## config.mk

```make
export PLATFORM = sky130hd
export DESIGN_NAME = alu_seq
export DESIGN_NICKNAME = d
export VERILOG_FILES = /design/src/rtl/alu_seq.sv
export SDC_FILE = /design/constraint.sdc
export NUM_CORES = 1
export LEC_CHECK = 0
export ABC_AREA = 1
export CAP_MARGIN = 25
export CORE_MARGIN = 2
export CORE_UTILIZATION = 30
export CTS_BUF_LIST = sky130_fd_sc_hd__clkbuf_8
export CTS_CLUSTER_DIAMETER = 60
export DETAILED_ROUTE_END_ITERATION = 8
export GPL_ROUTABILITY_DRIVEN = 0
export PLACE_DENSITY = 0.64
export SLEW_MARGIN = 20
export SYNTH_ARGS = -nofsm -noshare
export SYNTH_HDL_FRONTEND = slang
export SYNTH_SLANG_ARGS = --single-unit
```

## constraint.sdc

```tcl
create_clock -name clk -period 1.1 [get_ports clk]
set_input_delay 0.11 -clock clk [delete_from_list [all_inputs] [get_ports clk]]
set_output_delay 0.11 -clock clk [all_outputs]
set_load 0.01 [all_outputs]
```

## src/rtl/alu_seq.sv

```systemverilog
// Bit-serial ALU sequencer: feeds one operand bit per cycle (LSB first) to an
// external 1-bit ALU slice and assembles the WIDTH-bit result, carry and zero flag.
module alu_seq #(
  parameter int unsigned WIDTH = 4
) (
  input  logic             clk,
  input  logic             rst,
  input  logic             start_valid,
  output logic             start_ready,
  input  logic [2:0]       op,
  input  logic [WIDTH-1:0] a,
  input  logic [WIDTH-1:0] b,
  input  logic             cin,
  output logic             slice_a,
  output logic             slice_b,
  output logic             slice_carry_in,
  output logic [2:0]       slice_select,
  input  logic             slice_out,
  input  logic             slice_carry_out,
  output logic [WIDTH-1:0] result,
  output logic             carry,
  output logic             zero,
  output logic             result_valid,
  input  logic             result_ready
);

  localparam int unsigned IW = $clog2(WIDTH);
  localparam logic [2:0] OP_SUB = 3'd2;
  localparam logic [2:0] OP_ADD = 3'd3;

  typedef enum logic [1:0] {IDLE, RUN, DONE} state_t;

  state_t          state_q;
  logic            rdy_q;
  logic            vld_q;
  logic [IW-1:0]   idx_q;
  logic [2:0]      op_q;
  logic [WIDTH-1:0] a_q;
  logic [WIDTH-1:0] b_q;
  logic            cry_q;
  logic [WIDTH-1:0] res_q;
  logic [WIDTH-1:0] res_d;
  logic            zero_q;
  logic            arith;
  logic            last;

  assign arith = (op_q == OP_SUB) || (op_q == OP_ADD);
  assign last  = (idx_q == IW'(WIDTH - 1));

  always_comb begin
    res_d = res_q;
    if (state_q == RUN) res_d[idx_q] = slice_out;
  end

  always_ff @(posedge clk) begin
    if (rst) begin
      state_q <= IDLE;
      rdy_q   <= 1'b1;
      vld_q   <= 1'b0;
      idx_q   <= '0;
      op_q    <= '0;
      a_q     <= '0;
      b_q     <= '0;
      cry_q   <= 1'b0;
      res_q   <= '0;
      zero_q  <= 1'b0;
    end else begin
      case (state_q)
        IDLE: begin
          if (start_valid) begin
            op_q    <= op;
            a_q     <= a;
            b_q     <= b;
            cry_q   <= ((op == OP_SUB) || (op == OP_ADD)) ? cin : 1'b0;
            idx_q   <= '0;
            res_q   <= '0;
            zero_q  <= 1'b0;
            rdy_q   <= 1'b0;
            state_q <= RUN;
          end
        end
        RUN: begin
          res_q <= res_d;
          cry_q <= arith ? slice_carry_out : 1'b0;
          // zero is captured from the completed result so it stays stable in DONE
          if (last) begin
            zero_q  <= (res_d == '0);
            vld_q   <= 1'b1;
            state_q <= DONE;
          end else begin
            idx_q <= idx_q + 1'b1;
          end
        end
        DONE: begin
          if (result_ready) begin
            vld_q   <= 1'b0;
            rdy_q   <= 1'b1;
            state_q <= IDLE;
          end
        end
        default: state_q <= IDLE;
      endcase
    end
  end

  assign slice_a        = (state_q == RUN) ? a_q[idx_q] : 1'b0;
  assign slice_b        = (state_q == RUN) ? b_q[idx_q] : 1'b0;
  assign slice_carry_in = (state_q == RUN) ? cry_q : 1'b0;
  assign slice_select   = (state_q == RUN) ? op_q : 3'd0;

  assign start_ready  = rdy_q;
  assign result_valid = vld_q;
  assign result       = res_q;
  assign carry        = cry_q;
  assign zero         = zero_q;

endmodule

```

==> reports/metrics.json <==
{
  "areaGrowthSynthToFinish": {"value": 87.7, "unit": "%"},
  "post_route_antenna_net_violation_count": {"value": 0},
  "multiInputGateArea": {"value": 762, "unit": "um2"},
  "wire_per_inst": {"value": 12.3, "unit": "um"},
  "power.internal": {"value": 1470, "unit": "uW"},
  "seq_total_area_yosys": {"value": 42.8, "unit": "%"},
  "leakage": {"value": 0.000830, "unit": "uW"},
  "chipWidth": {"value": 63.9, "unit": "um"},
  "synth.avg_cell_area": {"value": 7.21, "unit": "um2"},
  "failed_checks": {"value": "negative setup slack"},
  "clk_root_buffer_cell": {"value": "sky130_fd_sc_hd__clkbuf_8"},
  "slew_violations": {"value": 0},
  "grt_first_pass_wirelength": {"value": 5090, "unit": "um"},
  "clockBufferDepth": {"value": 2},
  "power_frac_comb": {"value": 29.7, "unit": "%"},
  "fill_cells": {"value": 304},
  "critPathMaxFanout": {"value": 6},
  "fraction_of_final_layout_cells_sized_beyond_drive_strength_1": {"value": 45.5, "unit": "%"},
  "regToRegSetupSlack": {"value": -0.22, "unit": "ns"},
  "achievable_freq": {"value": 760, "unit": "MHz"},
  "crit_path_cell_trace": {"value": "buf_4 > ha_4 > nand3_1 > o21ai_1 > nand3_2 > a21oi_2"},
  "max_cap_viol_count": {"value": 0},
  "mappedNetlistNets": {"value": 171},
  "rows": {"value": 21},
  "yosysTopAreaCellShare": {"value": 42.8, "unit": "%"},
  "status": {"value": "finished, violations left"},
  "coreArea": {"value": 3390, "unit": "um2"},
  "timing.critical_path.from_type": {"value": "flip-flop"},
  "final_period_minus_worst_setup_slack": {"value": 1.32, "unit": "ns"},
  "power_density": {"value": 1030, "unit": "nW/um2"},
  "cpMaxStageDelayCell": {"value": "sky130_fd_sc_hd__dfxtp_4"},
  "critical_path_required": {"value": 1.31, "unit": "ns"},
  "setup_viol_count_final": {"value": 28},
  "cp-startpoint": {"value": "idx_q[0]$_SDFFE_PP0P_"},
  "cp_data_arrival_time": {"value": 1.52, "unit": "ns"},
  "finalCritPeriodShare": {"value": 120, "unit": "%"},
  "cts.clk_slew.worst_paths": {"value": 0.09, "unit": "ns"},
  "drt_wl_total": {"value": 3160, "unit": "um"},
  "post_synth_main_area_contributors": {"value": "sky130_fd_sc_hd__dfxtp_1 43%, sky130_fd_sc_hd__nor2_1 12%, sky130_fd_sc_hd__o21ai_0 9.3%"},
  "crit-reg2reg-launch": {"value": "idx_q[0]$_SDFFE_PP0P_"},
  "finalPower": {"value": 2080, "unit": "uW"},
  "port_buffers": {"value": 31},
  "slowest_delay": {"value": 0.40, "unit": "ns"},
  "drt_pre_antenna_iters": {"value": 4},
  "initialDrtViolationCount": {"value": 28},
  "rsz_0062_raised_after_global_routing": {"value": "true"},
  "largest_net_degree_at_the_start_of_global_routing": {"value": 14},
  "crit_path_end": {"value": "zero$_SDFFE_PP0P_"},
  "grt_antenna_before_repair": {"value": 0},
  "p_clk_share": {"value": 25.9, "unit": "%"},
  "r2r_cells": {"value": 6},
  "crit-reg2reg-capture": {"value": "zero$_SDFFE_PP0P_"},
  "p_sw": {"value": 612, "unit": "uW"},
  "cts_htree_levels": {"value": 1},
  "synth.ff_latch_count": {"value": 23},
  "synth_cells": {"value": 149},
  "crit_type": {"value": "flip-flop to flip-flop"},
  "cts_made_buffers": {"value": 3},
  "via_count": {"value": 1194},
  "sequential_power_share": {"value": 44.3, "unit": "%"},
  "numClockSinks": {"value": 23},
  "worst_clock_skew": {"value": 0.00720, "unit": "ns"},
  "post-place-ws": {"value": -0.290, "unit": "ns"},
  "yosys_warnings": {"value": 0},
  "fin_worst_hold_slack": {"value": 0.417, "unit": "ns"},
  "synthDistinctLibCells": {"value": 23},
  "globalRouteOverflowTotal": {"value": 0},
  "post-route-drc-count": {"value": 0},
  "first_global_vias": {"value": 1183},
  "cts_tree": {"value": "yes"},
  "switching_share": {"value": 29.4, "unit": "%"},
  "cell_type_with_the_largest_total_area_after_synthesis": {"value": "sky130_fd_sc_hd__dfxtp_1"},
  "vias_per_cell": {"value": 4.65},
  "setup.worst_path.end_class": {"value": "flip-flop"},
  "die_height": {"value": 63.9, "unit": "um"},
  "tightestPinTransition": {"value": 0.319, "unit": "ns"},
  "dieArea": {"value": 4080, "unit": "um2"},
  "worst_skew_pair.late_latency": {"value": 0.27, "unit": "ns"},
  "max_slew_margin": {"value": 78.7, "unit": "%"},
  "groute.usage.overall": {"value": 15.9, "unit": "%"},
  "initial_core_utilization": {"value": 31.7, "unit": "%"},
  "hp-class": {"value": "primary input to flip-flop"},
  "antennaDiodeCount": {"value": 0},
  "floorplan.io_pins": {"value": 32},
  "dp_hpwl": {"value": 2070, "unit": "um"},
  "vdd_drop_max": {"value": 0.678, "unit": "mV"},
  "final.setup.worst_slack": {"value": -0.216, "unit": "ns"},
  "register_area": {"value": 472, "unit": "um2"},
  "hold_viol_final": {"value": 0},
  "synth_area": {"value": 1070, "unit": "um2"},
  "cts_hold_repair.buffers": {"value": 0},
  "final_nets": {"value": 234}
}
-- metal layers --
layer / routed length [um] / GRT usage, %
met5: 0 / 0
met1: 1300 / 17.7
met2: 1700 / 29.6
met3: 112 / 2.46
met4: 49 / 6.52
-- cell usage after synthesis --
cell and count:
sky130_fd_sc_hd__a21o_1 1, sky130_fd_sc_hd__a21oi_1 12, sky130_fd_sc_hd__a22oi_1 1, sky130_fd_sc_hd__a31oi_1 1
sky130_fd_sc_hd__buf_1 1, sky130_fd_sc_hd__buf_2 1, sky130_fd_sc_hd__buf_4 1, sky130_fd_sc_hd__dfxtp_1 23
sky130_fd_sc_hd__ha_1 4, sky130_fd_sc_hd__inv_1 15, sky130_fd_sc_hd__inv_2 3, sky130_fd_sc_hd__nand2_1 15
sky130_fd_sc_hd__nand2_2 1, sky130_fd_sc_hd__nand3_1 8, sky130_fd_sc_hd__nand3_2 1, sky130_fd_sc_hd__nand3_4 1
sky130_fd_sc_hd__nand4_1 1, sky130_fd_sc_hd__nor2_1 35, sky130_fd_sc_hd__nor2_2 1, sky130_fd_sc_hd__nor2_4 1
sky130_fd_sc_hd__o21ai_0 20, sky130_fd_sc_hd__o22ai_1 1, sky130_fd_sc_hd__o31ai_1 1
-- kinds of logic after synthesis --
logic type	share of synthesized area (%)
fa+ha+maj	4.66
buf+inv	7.80
compound gates	18.2
simple gates	26.5
flops	42.8
-- through the flow --
stage          cells  utilization, %  TNS, ns  cell area [um2]
4_1_cts          257            55.9    -1.61             1890
3_5_place_dp     246            47.7    -3.66             1620
5_1_grt          257            59.5    -3.87             2020
2_1_floorplan    149               -        0             1080
3_3_place_gp     246            47.7    -3.91             1620
6_report         257            59.5    -2.20             2020
-- flip-flops by register name, indices dropped and copies added, names as in the netlist --
register,flops
b_q,4
result,4
op_q,3
start_ready,1
idx_q,2
result_valid,1
carry,1
a_q,4
state_q,2
zero,1
-- final cells by class --
cell class	instances	share of cell area, %
flip-flops and latches	23	23.4
clock inverters	1	0.248
clock buffers	3	2.05
multi-input cells	106	37.8
inverters	18	3.97
repair buffers	60	29.7
well taps	46	2.85
-- cells in the final DEF (no fill, tap or decap), types with 2 or more instances in the layout --
| master | instances |
|---|---|
| sky130_fd_sc_hd__a21oi_1 | 7 |
| sky130_fd_sc_hd__a21oi_2 | 5 |
| sky130_fd_sc_hd__buf_12 | 4 |
| sky130_fd_sc_hd__buf_2 | 5 |
| sky130_fd_sc_hd__buf_4 | 15 |
| sky130_fd_sc_hd__buf_6 | 10 |
| sky130_fd_sc_hd__clkbuf_8 | 3 |
| sky130_fd_sc_hd__clkdlybuf4s50_1 | 17 |
| sky130_fd_sc_hd__dfxtp_1 | 18 |
| sky130_fd_sc_hd__dfxtp_2 | 3 |
| sky130_fd_sc_hd__dfxtp_4 | 2 |
| sky130_fd_sc_hd__dlygate4sd2_1 | 7 |
| sky130_fd_sc_hd__ha_4 | 4 |
| sky130_fd_sc_hd__inv_1 | 11 |
| sky130_fd_sc_hd__inv_2 | 3 |
| sky130_fd_sc_hd__inv_4 | 3 |
| sky130_fd_sc_hd__nand2_1 | 11 |
| sky130_fd_sc_hd__nand2_2 | 4 |
| sky130_fd_sc_hd__nand2_4 | 2 |
| sky130_fd_sc_hd__nand3_1 | 6 |
| sky130_fd_sc_hd__nand3_4 | 3 |
| sky130_fd_sc_hd__nor2_1 | 25 |
| sky130_fd_sc_hd__nor2_2 | 7 |
| sky130_fd_sc_hd__nor2_4 | 5 |
| sky130_fd_sc_hd__o21ai_0 | 2 |
| sky130_fd_sc_hd__o21ai_1 | 7 |
| sky130_fd_sc_hd__o21ai_2 | 11 |
-- timing repair --
item	CTS	global route
pin swaps	10	11
hold endpoints to repair	0	0
gates cloned	2	0
resized for setup	97	29
buffers inserted	5	0
endpoints found under the setup margin	36	29
-- worst max-delay path: cells and delay by family, from the launching register on --
family	cells	cell delay (ns)
AND/OR/NAND/NOR	2	0.22
AO/OA/AOI/OAI	2	0.34
adder cells (fa/ha/maj)	1	0.14
buffers and inverters	1	0.16
flip-flops	1	0.40
-- power groups by stage --
stage / combinational (uW) / sequential, uW / clock [uW]
after floorplan: 194 / 938 / 0
after global placement: 424 / 934 / 0
after detailed placement: 431 / 938 / 0
after CTS: 569 / 920 / 551
after global routing: 674 / 931 / 585
final: 619 / 923 / 540
-- worst min path at each step --
stage                                        start                       end  slack [ns]  cells after the start
after floorplan                               a[2]       a_q[2]$_SDFFE_PP0P_        0.27                      2
after global placement    start_ready$_SDFFE_PP1P_  start_ready$_SDFFE_PP1P_        0.44                      1
after detailed placement      op_q[0]$_SDFFE_PP0P_      op_q[0]$_SDFFE_PP0P_        0.45                      2
after CTS                          slice_carry_out        carry$_SDFFE_PP0P_        0.42                      3
after global routing               slice_carry_out        carry$_SDFFE_PP0P_        0.45                      3
final                              slice_carry_out        carry$_SDFFE_PP0P_        0.42                      3
Note: power is estimated with default switching activity, not from simulation.
